==> config.mk <==
export PLATFORM = sky130hd
export DESIGN_NAME = rob_commit_unit
export DESIGN_NICKNAME = d
export VERILOG_FILES = /design/src/rtl/rob_commit_unit.sv
export SDC_FILE = /design/constraint.sdc
export NUM_CORES = 1
export LEC_CHECK = 0
export CAP_MARGIN = 20
export CORE_ASPECT_RATIO = 0.8
export CORE_MARGIN = 2
export CORE_UTILIZATION = 60
export DETAILED_ROUTE_END_ITERATION = 8
export GPL_TIMING_DRIVEN = 0
export PLACE_DENSITY_LB_ADDON = 0.15
export SLEW_MARGIN = 20
export SYNTH_ARGS = -nofsm -noshare
export SYNTH_HDL_FRONTEND = slang
export SYNTH_SLANG_ARGS = --single-unit
==> constraint.sdc <==
create_clock -name clk -period 15.07 [get_ports clk]
set_input_delay 4.521 -clock clk [delete_from_list [all_inputs] [get_ports clk]]
set_output_delay 4.521 -clock clk [all_outputs]
set_load 0.01 [all_outputs]
==> src/rtl/rob_commit_unit.sv <==
// In-order reorder buffer: allocates rename tags 1..7, collects writebacks,
// answers operand queries and retires one entry per cycle to the regfile.
//
// Ports: clk, rst (async active-low); issue_valid/issue_rd -> issue_ready,
// issue_tag; wb_valid/wb_tag/wb_data; query1/2_tag -> query1/2_ready,
// query1/2_value; commit, reg_num, data_in, num_in, count (registered).
// Optional macro WB_BYPASS_EN: forward same-cycle writeback data to queries.
module rob_commit_unit #(
  parameter int XLEN = 32
) (
  input  logic            clk,
  input  logic            rst,
  input  logic            issue_valid,
  input  logic [4:0]      issue_rd,
  output logic            issue_ready,
  output logic [2:0]      issue_tag,
  input  logic            wb_valid,
  input  logic [2:0]      wb_tag,
  input  logic [XLEN-1:0] wb_data,
  input  logic [2:0]      query1_tag,
  input  logic [2:0]      query2_tag,
  output logic            query1_ready,
  output logic            query2_ready,
  output logic [XLEN-1:0] query1_value,
  output logic [XLEN-1:0] query2_value,
  output logic            commit,
  output logic [4:0]      reg_num,
  output logic [XLEN-1:0] data_in,
  output logic [2:0]      num_in,
  output logic [2:0]      count
);

  localparam int DEPTH = 7;

  logic [DEPTH-1:0] busy;
  logic [DEPTH-1:0] done;
  logic [4:0]       rd_q   [DEPTH];
  logic [XLEN-1:0]  data_q [DEPTH];
  logic [2:0]       head;
  logic [2:0]       tail;

  logic [2:0] wb_idx;
  logic       wb_hit;
  logic       retire;
  logic       issue_fire;

  function automatic logic [2:0] wrap_inc(input logic [2:0] p);
    return (p == 3'd6) ? 3'd0 : p + 3'd1;
  endfunction

  // Tag t lives in entry t-1; tag 0 never hits.
  function automatic logic [XLEN:0] lookup(input logic [2:0] t);
    logic [2:0] i;
    i = t - 3'd1;
    lookup = '0;
    if (t != 3'd0 && busy[i] && done[i])
      lookup = {1'b1, data_q[i]};
`ifdef WB_BYPASS_EN
    if (t != 3'd0 && busy[i] && wb_valid && wb_tag == t)
      lookup = {1'b1, wb_data};
`endif
  endfunction

  assign issue_ready = (count != 3'd7);
  assign issue_tag   = tail + 3'd1;
  assign issue_fire  = issue_valid && issue_ready;
  assign wb_idx      = wb_tag - 3'd1;
  assign wb_hit      = wb_valid && (wb_tag != 3'd0) && busy[wb_idx];
  assign retire      = (count != 3'd0) && done[head];

  always_comb begin
    {query1_ready, query1_value} = lookup(query1_tag);
  end

  always_comb begin
    {query2_ready, query2_value} = lookup(query2_tag);
  end

  // Later assignments win: a retire clears its entry even if a repeated
  // writeback to the same tag lands on that edge.
  always_ff @(posedge clk or negedge rst) begin
    if (!rst) begin
      busy    <= '0;
      done    <= '0;
      head    <= '0;
      tail    <= '0;
      count   <= '0;
      commit  <= 1'b0;
      reg_num <= '0;
      data_in <= '0;
      num_in  <= '0;
      for (int i = 0; i < DEPTH; i++) begin
        rd_q[i]   <= '0;
        data_q[i] <= '0;
      end
    end else begin
      commit <= 1'b0;
      if (wb_hit) begin
        done[wb_idx]   <= 1'b1;
        data_q[wb_idx] <= wb_data;
      end
      if (retire) begin
        commit     <= (rd_q[head] != 5'd0);
        reg_num    <= rd_q[head];
        data_in    <= data_q[head];
        num_in     <= head + 3'd1;
        busy[head] <= 1'b0;
        done[head] <= 1'b0;
        head       <= wrap_inc(head);
      end
      if (issue_fire) begin
        busy[tail] <= 1'b1;
        done[tail] <= 1'b0;
        rd_q[tail] <= issue_rd;
        tail       <= wrap_inc(tail);
      end
      unique case ({issue_fire, retire})
        2'b10:   count <= count + 3'd1;
        2'b01:   count <= count - 3'd1;
        default: count <= count;
      endcase
    end
  end

endmodule

After elaboration in Yosys (flattened, before gate mapping)
Cells that the tools add are included.
{"block": "totals", "register_bits": 323, "out_inout_bits": 114, "wordCells": 128}
{"block": "op_classes", "n_addsub": 7, "order_cmp": 15, "eq_ne": 5, "muxes": 47, "bitwise_logic": 12, "reduce_logical": 19}
{"cell": "binary-select mux 32 bit (select 3 bit)", "count": 3}
{"cell": "bitwise mux 224 bit", "count": 1}
{"cell": "two-way mux 32 bit", "count": 7}
{"cell": "demux 32 bit (select 3 bit)", "count": 1}
{"cell": "two-way mux 33 bit", "count": 2}
{"cell": "bitwise mux 35 bit", "count": 1}
{"cell": "two-way mux 7 bit", "count": 5}
{"cell": "bitwise AND 7 bit", "count": 3}
{"cell": "greater-or-equal comparator 4 bit (second input constant)", "count": 5}
{"cell": "less-than comparator 3 x 4 -> 1 bit (second input constant)", "count": 5}
{"cell": "NOT 3 -> 4 bit", "count": 5}
{"cell": "binary-select mux 1 bit (select 3 bit)", "count": 6}
{"cell": "binary-select mux 5 bit (select 3 bit)", "count": 1}
{"cell": "demux 5 bit (select 3 bit)", "count": 1}
{"cell": "two-way mux 5 bit", "count": 3}
{"cell": "NOT 7 bit", "count": 2}
{"cell": "OR 7 bit", "count": 2}
{"cell": "logical AND 1 bit", "count": 13}
{"cell": "nonzero test 3 bit", "count": 4}
{"cell": "subtractor 3 x 1 -> 3 bit (second input constant)", "count": 4}
{"cell": "two-way mux 1 bit", "count": 10}
{"cell": "adder 3 x 1 -> 3 bit (second input constant)", "count": 3}
{"cell": "demux 1 bit (select 3 bit)", "count": 3}
{"cell": "greater-or-equal comparator 3 x 1 -> 1 bit (second input constant)", "count": 3}
{"cell": "other kinds (9)", "count": 12}

Depth between registers and ports, before layout
Gate-level depths: netlist (run 1).
{"block": "logic_depth", "depth_word": 11, "depth_mapped": 13, "mapped_depth_nobuf": 11}

Worst setup path before layout (run 1)
No wires, ideal clock.
{"block": "synth_path", "path_type": "input to output", "start": "input port query1_tag[0]", "end": "output port query1_value[23]", "arrival_ps": 6924, "required_ps": 10549, "path_slack_ps": 3625, "path_stages": 11, "path_buffers": 4, "path_cell_list": "buf_2 > inv_2 > clkbuf_1 > clkbuf_1 > ha_1 > xor2_1 > mux4_2 > nand2_1 > o221ai_1 > clkbuf_1 > a211oi_1"}
{"block": "synth_via", "elab_chain_cells": 6, "elab_cells_between_ends": 13, "classes_between": "1 x add/sub; 8 x mux; 1 x bitwise; 3 x reduce/logical"}
{"element": "start: declaration", "line": "20", "rtl": "input logic [2:0] query1_tag,"}
{"element": "subtractor 3 x 1 -> 3 bit", "line": "54", "rtl": "i = t - 3'd1;"}
{"element": "NOT 3 -> 4 bit (implied by the code) or binary-select mux 1 bit (select 3 bit) (tied branches)", "line": "57, 56"}
{"element": "binary-select mux 32 bit (select 3 bit) or two-way mux 1 bit (tied branches)", "line": "57, 56"}
{"element": "two-way mux 32 bit (implied by the code) or logical AND 1 bit (tied branches) (2 in series)", "line": "57, 56"}
{"element": "two-way mux 33 bit (*)", "line": "56", "rtl": "if (t != 3'd0 && busy[i] && done[i])"}
{"element": "end: declaration", "line": "24", "rtl": "output logic [XLEN-1:0] query1_value,"}
Mark *: on every way between the ends. The rest lies on a longest branch, timed or not. The select of a mux whose other input is x is not followed.

Worst setup path in the final report (run 1)
{"block": "layout_path", "start": "input port query1_tag[0]", "end": "output port query1_value[14]"}
The elaborated chain is that of the path after synthesis.

==> impl_summary.txt, run 1 <==
----------------------------------------------------
[Hold path]
  Path type of the worst min-delay path ... flip-flop to flip-flop
  Hold-critical path depth ... 1

[Route]
  Average routed wire per standard cell ... 26.69 um
  Antenna-violating nets left ... 0
  DR iter-0 viols ... 1473
  1st-pass router iterations ... 5
  Number of remaining DRC errors ... 0
  Via-to-Cell Ratio ... 6.642
  Detailed-route wire length ... 57740 um
  Via count ... 14367

[Logic synthesis]
  Yosys cell types ... 55
  Nets in the synthesized netlist ... 1582
  Syn. warnings ... 0
  Mean Syn Cell Area ... 12.48 um2
  Number of synthesized register bits ... 323
  Register area share after synthesis ... 0.4268
  Cell area after synthesis ... 18940 um2
  Number of synthesized flops with an enable pin ... 0
  FFs w/ async S/R, synth ... 1.000
  Synthesized instance count ... 1518
  Primary FF master, synth ... dfrtp_1

[Outcome]
  Outcome ... finished clean

[STA]
  Min cycle time layout ... 13920 ps
  Worst-margin pin slew ... 1082 ps
  Final total negative setup slack ... 0 ps
  Normalized max-slew margin ... 0.2784
  Final hold vios ... 0
  Final-layout worst hold slack ... 486.8 ps
  Setup violations, final ... 0
  Achievable clock frequency ... 0.07185 GHz
  Setup repair after global routing missed its margin ... no
  Final Skew ... 16.65 ps
  Max Transition Viols Final ... 0
  Period Utilization, post-route ... 0.9235

[Layout]
  Layout cells sized above 1 ... 0.2859
  Fill cell count ... 2190
  Area growth from synthesis to final layout ... 18.04%
  Net total in the final layout ... 1784

[Clock tree]
  Reg clk slew, reported paths ... 60 ps
  Number of H-tree branching levels ... 2
  Hold-fix buffer count after cts ... 0
  Count of clock tree sinks ... 323
  Clock tree from TritonCTS ... built
  Maximum count of clock buffers along a single path ... 3
  Post-cts repair resize count ... 0
  Clock latency on the worst-skew pair ... 540 ps
  Number of buffers inserted by post-CTS setup repair ... 0
  Number of CTS-inserted buffers ... 35
  Clk root buf ... clkbuf_16

[Placement]
  Total half-perimeter wirelength after legalization and detailed placement ... 37830 um
  Gpl congestion ... 0.8952
  Number of I/O port buffers ... 161

[GRT]
  Pin count of the biggest net entering global routing ... 81
  Global route overflow ... 0
  Tot GR Track Use ... 0.3564
  Number of antenna violations at the first check in global routing ... 1
  Via count of the first global-routing pass ... 14774
  First-pass GRT wire length ... 88380 um

[Floorplanning]
  I/O pin count ... 164
  Die outline area ... 33010 um2
  Initial core utilization ... 0.6055
  Core Box Area ... 31280 um2
  Vertical die dimension ... 162.9 um
  Row Count ... 58
  Die width ... 202.6 um

[Critical path]
  Class of the most critical setup path ... primary input to output port
  Launching element of the worst setup path ... query1_tag[0]
  Reg-to-reg endpoint ... count[2]$_DFFE_PN0P_
  Worst reg2reg startpoint ... head[1]$_DFFE_PN0N_
  Endpoint arrival time on the critical path ... 9400 ps
  Register-to-Register Path Depth ... 13
  CP endpoint ... query1_value[14]
  Endpoint kind of the worst setup timing path ... output port
  Register-to-register path setup slack ... 11500 ps
  Worst setup SP type ... primary input
  Worst EP required ... 10550 ps
  Maximum fanout along the worst path ... 11

[Job]
  # Max-Cap Violations ... 0

[Power and ir drop]
  Cell leakage power ... 9.451 nW
  Power per unit of standard cell area ... 211.5 nW/um2
  Worst voltage drop across the vdd grid ... 124.5 uV

----------------------------------------------------
[power breakdown]
| group | internal, W | total (W) | switching [W] |
|---|---|---|---|
| clock | 0.000533 | 0.000886 | 0.000353 |
| sequential | 0.00129 | 0.00169 | 0.000396 |
| combinational | 0.00112 | 0.00215 | 0.00103 |
| total | 0.00295 | 0.00473 | 0.00178 |
[area by class of cell]
class | count | area, um2 | area share
Tap cell | 420 | 525.5 | 0.02351
Clock inverter | 6 | 105.1 | 0.004701
Clock buffer | 53 | 1056 | 0.04724
Multi-Input combinational cell | 1045 | 9970 | 0.4460
Buffer | 121 | 778.2 | 0.03481
Antenna cell | 1 | 2.502 | 0.0001119
Inverter | 29 | 108.9 | 0.004869
Sequential cell | 323 | 8083 | 0.3616
Timing Repair Buffer | 165 | 1727 | 0.07724
[registers in the layout, indices dropped and copies added (netlist names)]
| name | flops |
|---|---|
| count | 3 |
| data_in | 32 |
| done | 7 |
| tail | 3 |
| num_in | 3 |
| reg_num | 5 |
| head | 3 |
| rd_q | 35 |
| data_q | 224 |
| commit | 1 |
| busy | 7 |
[how the worst min path moves through the flow]
stage	startpoint	endpoint	slack (ps)
after CTS	data_in[12]$_DFFE_PN0N_	data_in[12]$_DFFE_PN0N_	490
after global placement	data_in[11]$_DFFE_PN0N_	data_in[11]$_DFFE_PN0N_	470
after global routing	data_in[3]$_DFFE_PN0N_	data_in[3]$_DFFE_PN0N_	500
after floorplan	rd_q[5]$_DFFE_PN0P_	rd_q[5]$_DFFE_PN0P_	470
final	data_in[18]$_DFFE_PN0N_	data_in[18]$_DFFE_PN0N_	490
after detailed placement	data_in[12]$_DFFE_PN0N_	data_in[12]$_DFFE_PN0N_	480
[routing by layer]
metal | vias up | part of all wire | track usage | wire [um]
met5 | - | 0 | 0 | 0
met4 | 0 | 0.040 | 0.1440 | 2305
met3 | 194 | 0.092 | 0.07763 | 5326
met2 | 821 | 0.46 | 0.5574 | 26750
met1 | 7345 | 0.40 | 0.4895 | 23360
li1 | 6007 | - | - | -
[layout by cell type, fill, tap and decap left out, types with 5 or more instances in the layout]
cell type	count
clkbuf_1	54
clkbuf_8	13
buf_6	5
a21oi_1	42
mux4_2	99
a221o_1	5
buf_2	37
clkdlybuf4s50_1	160
nand2_1	82
dfrtp_1	323
nor2_2	32
ha_1	13
mux2i_1	180
inv_1	24
a31oi_1	44
buf_1	12
mux2_1	63
nand3_1	11
o21ai_0	45
clkbuf_16	37
nor2_1	110
mux2_2	236
xor2_1	5
a211oi_1	32
buf_12	7
[worst max-delay path: stages]
cell and delay [ps]:
buf_2 200, inv_2 160, clkbuf_1 490, clkbuf_1 660
ha_1 240, clkbuf_1 400, buf_1 750, nand2_1 120
o221ai_1 310, clkbuf_1 760, a211oi_1 220, clkdlybuf4s50_1 550
[metrics by stage]
step / total power, W / setup slack, ps / cell area, um2 / std cells / util
2_1_floorplan: 0.003026 / 3625 / 18940 / 1518 / -
3_3_place_gp: 0.003716 / -4522 / 21080 / 2099 / 0.6739
3_5_place_dp: 0.003794 / 1342 / 21190 / 2103 / 0.6775
4_1_cts: 0.004695 / 1379 / 22350 / 2162 / 0.7147
5_1_grt: 0.004977 / 1131 / 22360 / 2163 / 0.7147
6_report: 0.004729 / 1153 / 22360 / 2163 / 0.7147
[synthesized netlist by cell type (2+ instances only)]
| cell | instances | area share |
|---|---|---|
| mux2i_1 | 180 | 0.095 |
| buf_1 | 12 | 0.0024 |
| a31oi_1 | 44 | 0.015 |
| mux2_2 | 236 | 0.14 |
| mux2_1 | 63 | 0.037 |
| clkbuf_8 | 6 | 0.0044 |
| a21oi_1 | 42 | 0.011 |
| a211oi_1 | 32 | 0.013 |
| a221oi_1 | 4 | 0.0018 |
| dfrtp_1 | 323 | 0.43 |
| nor2b_1 | 3 | 0.00099 |
| clkbuf_1 | 45 | 0.0089 |
| or3_1 | 2 | 0.00066 |
| nand2_2 | 2 | 0.00066 |
| bufbuf_8 | 2 | 0.0020 |
| nor2_2 | 32 | 0.011 |
| buf_4 | 2 | 0.00079 |
| clkinv_1 | 2 | 0.00040 |
| nand2_1 | 82 | 0.016 |
| mux4_2 | 99 | 0.12 |
| o21ai_0 | 45 | 0.012 |
| clkbuf_4 | 3 | 0.0012 |
| nor3_2 | 3 | 0.0016 |
| xor2_1 | 5 | 0.0023 |
| buf_6 | 5 | 0.0030 |
| nor3_1 | 4 | 0.0011 |
| inv_2 | 3 | 0.00059 |
| ha_1 | 13 | 0.0086 |
| buf_2 | 37 | 0.0098 |
| xnor2_1 | 2 | 0.00093 |
| nand2b_1 | 4 | 0.0013 |
| nand3_1 | 11 | 0.0029 |
| a221o_1 | 5 | 0.0026 |
| buf_12 | 7 | 0.0074 |
| a41oi_1 | 4 | 0.0018 |
| nor2_1 | 110 | 0.022 |
| and3_1 | 3 | 0.00099 |
| inv_1 | 24 | 0.0048 |
[logic make-up after synthesis]
| logic type | count (synthesis) | synth area share |
|---|---|---|
| DFF | 323 | 0.4268 |
| AOI/OAI and AO/OA | 183 | 0.06065 |
| muxes | 578 | 0.3906 |
| buffers and inverters | 150 | 0.04684 |
| xor gates and xnor gates | 9 | 0.004955 |
| adders and majority gates | 14 | 0.009645 |
| and+or+nand+nor | 261 | 0.06052 |
Power figures use the tool's default switching activity.
==> run 2, diff against run 1 <==
Settings changed: CORE_UTILIZATION 60 to 45.
==> run 2 against run 1 <==
  * Cell area grew 1.1%
  * Clock power increased by 5.1%
  * Clock skew increased by 8.1 ps
  * Non-clock buffer count is the same
  * Utilization fell by 17 points
  * Critical endpoint unchanged
  * Via count is 1.7% lower
  * Sequential share of layout area shrank 0.40 points
  * Cell count up 6.5%
  * Die area increased by 33%
  * Critical path depth did not move
  * Global-route usage is 7.7 points lower
  * Largest power group unchanged
  * First-iteration DRC count shrank 16%
==> impl_summary.txt, run 2 (synthesized netlist as in run 1, its figures left out) <==
----------------------------------------------------
[Outcome]
  Outcome ... finished clean (unchanged)

[STA]
  Normalized max-slew margin ... 0.3320 (was 0.2784)
  Achievable clock frequency ... 0.07119 GHz (was 0.07185 GHz)
  Final Skew ... 24.77 ps (was 16.65 ps)
  Min cycle time layout ... 14050 ps (was 13920 ps)
  Max Transition Viols Final ... 0 (unchanged)
  Period Utilization, post-route ... 0.9322 (was 0.9235)
  Worst-margin pin slew ... 1002 ps (was 1082 ps)
  Final hold vios ... 0 (unchanged)
  Setup violations, final ... 0 (unchanged)
  Setup repair after global routing missed its margin ... no (unchanged)
  Final-layout worst hold slack ... 483.0 ps (was 486.8 ps)

[Critical path]
  Endpoint kind of the worst setup timing path ... output port (unchanged)
  Cells along the critical path ... buf_2 -> inv_2 -> clkbuf_1 -> clkbuf_1 -> ha_1 -> clkbuf_1 -> buf_1 -> nand2_1 -> o221ai_1 -> clkbuf_1 -> a211oi_1 -> clkdlybuf4s50_1 (unchanged)
  Max incr delay on CP ... 810 ps (was 760 ps)
  Reg-to-reg endpoint ... count[2]$_DFFE_PN0P_ (unchanged)
  Launching element of the worst setup path ... query1_tag[0] (unchanged)
  Most frequent CP cell ... clkbuf_1 (unchanged)
  Maximum fanout along the worst path ... 11 (unchanged)
  Register-to-Register Path Depth ... 13 (unchanged)
  Worst EP required ... 10550 ps (about the same)
  Register-to-register path setup slack ... 11530 ps (was 11500 ps)
  Endpoint arrival time on the critical path ... 9530 ps (was 9400 ps)
  Cell with the biggest individual delay on the critical path ... buf_1 (was clkbuf_1)
  Worst setup SP type ... primary input (unchanged)
  Worst reg2reg startpoint ... head[1]$_DFFE_PN0N_ (unchanged)
  CP endpoint ... query1_value[14] (unchanged)
  Class of the most critical setup path ... primary input to output port (unchanged)

[Placement]
  Number of I/O port buffers ... 161 (unchanged)
  Gpl congestion ... 0.8757 (was 0.8952)
  Total half-perimeter wirelength after legalization and detailed placement ... 40620 um (was 37830 um)

[Floorplanning]
  Die width ... 233.4 um (was 202.6 um)
  Row Count ... 67 (was 58)
  Vertical die dimension ... 187.5 um (was 162.9 um)
  Initial core utilization ... 0.4546 (was 0.6055)
  I/O pin count ... 164 (unchanged)
  Die outline area ... 43750 um2 (was 33010 um2)
  Core Box Area ... 41660 um2 (was 31280 um2)

[Layout]
  Area growth from synthesis to final layout ... 19.34% (was 18.04%)
  Top Registers ... data_q: 224 flops, rd_q: 35 flops, data_in: 32 flops (unchanged)
  Commonest cells after routing, fill and taps aside ... dfrtp_1, mux2_2, mux2i_1 (unchanged)
  Max FFs per register ... 224 (unchanged)
  Layout cells sized above 1 ... 0.2891 (was 0.2859)
  Biggest register ... data_q (unchanged)
  Most common library cell in the layout ignoring fill and taps ... dfrtp_1 (unchanged)
  Net total in the final layout ... 1786 (was 1784)
  Final cell utilization of the core ... 0.5425 (was 0.7147)

[Route]
  Average routed wire per standard cell ... 26.40 um (was 26.69 um)
  DR iter-0 viols ... 1232 (was 1473)
  Via count ... 14116 (was 14367)
  Detailed-route wire length ... 60800 um (was 57740 um)
  Number of remaining DRC errors ... 0 (unchanged)
  Antenna-violating nets left ... 0 (unchanged)
  1st-pass router iterations ... 5 (unchanged)
  Via-to-Cell Ratio ... 6.129 (was 6.642)

[Clock tree]
  Number of CTS-inserted buffers ... 37 (was 35)
  Clock latency on the worst-skew pair ... 550 ps (was 540 ps)
  Number of buffers inserted by post-CTS setup repair ... 0 (unchanged)
  Clk root buf ... clkbuf_16 (unchanged)
  Count of clock tree sinks ... 323 (unchanged)
  Post-cts repair resize count ... 0 (unchanged)
  Clock tree from TritonCTS ... built (unchanged)
  Hold-fix buffer count after cts ... 0 (unchanged)
  Maximum count of clock buffers along a single path ... 3 (unchanged)
  Reg clk slew, reported paths ... 60 ps (about the same)
  Number of H-tree branching levels ... 2 (unchanged)

[GRT]
  First-pass GRT wire length ... 90980 um (was 88380 um)
  Via count of the first global-routing pass ... 14198 (was 14774)
  Number of antenna violations at the first check in global routing ... 1 (unchanged)
  Pin count of the biggest net entering global routing ... 82 (was 81)
  Tot GR Track Use ... 0.2793 (was 0.3564)
  Global route overflow ... 0 (unchanged)

[Power and ir drop]
  Worst voltage drop across the vdd grid ... 95.00 uV (was 124.5 uV)
  Power per unit of standard cell area ... 210.8 nW/um2 (was 211.5 nW/um2)
  Cell leakage power ... 9.492 nW (was 9.451 nW)

[Job]
  # Max-Cap Violations ... 0 (unchanged)

[Hold path]
  Path type of the worst min-delay path ... flip-flop to flip-flop (unchanged)

----------------------------------------------------
run 2: changes by cell type in the layout (fill, tap and decap cells not counted), sizes merged:
| cell | before | now |
|---|---|---|
| clkinvlp | 0 | 1 |
| clkinv | 5 | 8 |
| inv | 27 | 28 |
| clkbuf | 107 | 111 |
| bufinv | 3 | 2 |
run 2: worst min path at each step:
stage | startpoint | end | slack (ps) | depth (start not counted)
finish | data_in[10]$_DFFE_PN0N_ | data_in[10]$_DFFE_PN0N_ | 480 | 1
floorplan | rd_q[5]$_DFFE_PN0P_ | rd_q[5]$_DFFE_PN0P_ | 470 | 1
global route | data_in[13]$_DFFE_PN0N_ | data_in[13]$_DFFE_PN0N_ | 500 | 1
detailed placement | data_in[14]$_DFFE_PN0N_ | data_in[14]$_DFFE_PN0N_ | 470 | 1
CTS | data_in[14]$_DFFE_PN0N_ | data_in[14]$_DFFE_PN0N_ | 490 | 1
global placement | data_in[7]$_DFFE_PN0N_ | data_in[7]$_DFFE_PN0N_ | 470 | 1
run 2: cell type report:
class / count / area (um2)
fillers: 3607 / 19060
multi-input cells: 1045 / 9970
flip-flops and latches: 323 / 8083
repair buffers: 165 / 1727
clock buffers: 57 / 1134
plain buffers: 121 / 778.2
well taps: 552 / 690.7
clock inverters: 10 / 110.1
inverters: 29 / 108.9
diodes: 1 / 2.502
run 2: through the flow:
stage	TNS, ps	area, um2	total power [W]	cells	worst slack [ps]
floorplan	0	18940	0.003026	1518	3625
global placement	-1567350	21240	0.003765	2231	-4892
detailed placement	0	21360	0.003824	2235	1184
CTS	0	22600	0.004766	2302	1138
global route	0	22600	0.005039	2303	897.0
finish	0	22600	0.004765	2303	1022
run 2: critical path: cells and delay by family:
family / cells / cell delay, ps
fa+ha+maj: 1 / 250
compound gates: 2 / 570
buf+inv: 8 / 4060
simple gates: 1 / 100
run 2: layer usage:
metal  vias up  global-route usage  routed length (um)
li1       6040                   -                   -
met1      7300              0.4022               26820
met2       632              0.4190               27270
met3       144             0.06356                4750
met4         0             0.08844                1968
met5         -                   0                   0
run 2: power breakdown:
part | internal (W) | total (W) | switching, W | leakage (nW)
Clock | 0.000553 | 0.000931 | 0.000378 | 0.613
Sequential | 0.00129 | 0.00168 | 0.000388 | 3.97
Combinational | 0.00112 | 0.00215 | 0.00103 | 4.91
Total | 0.00297 | 0.00476 | 0.00180 | 9.49
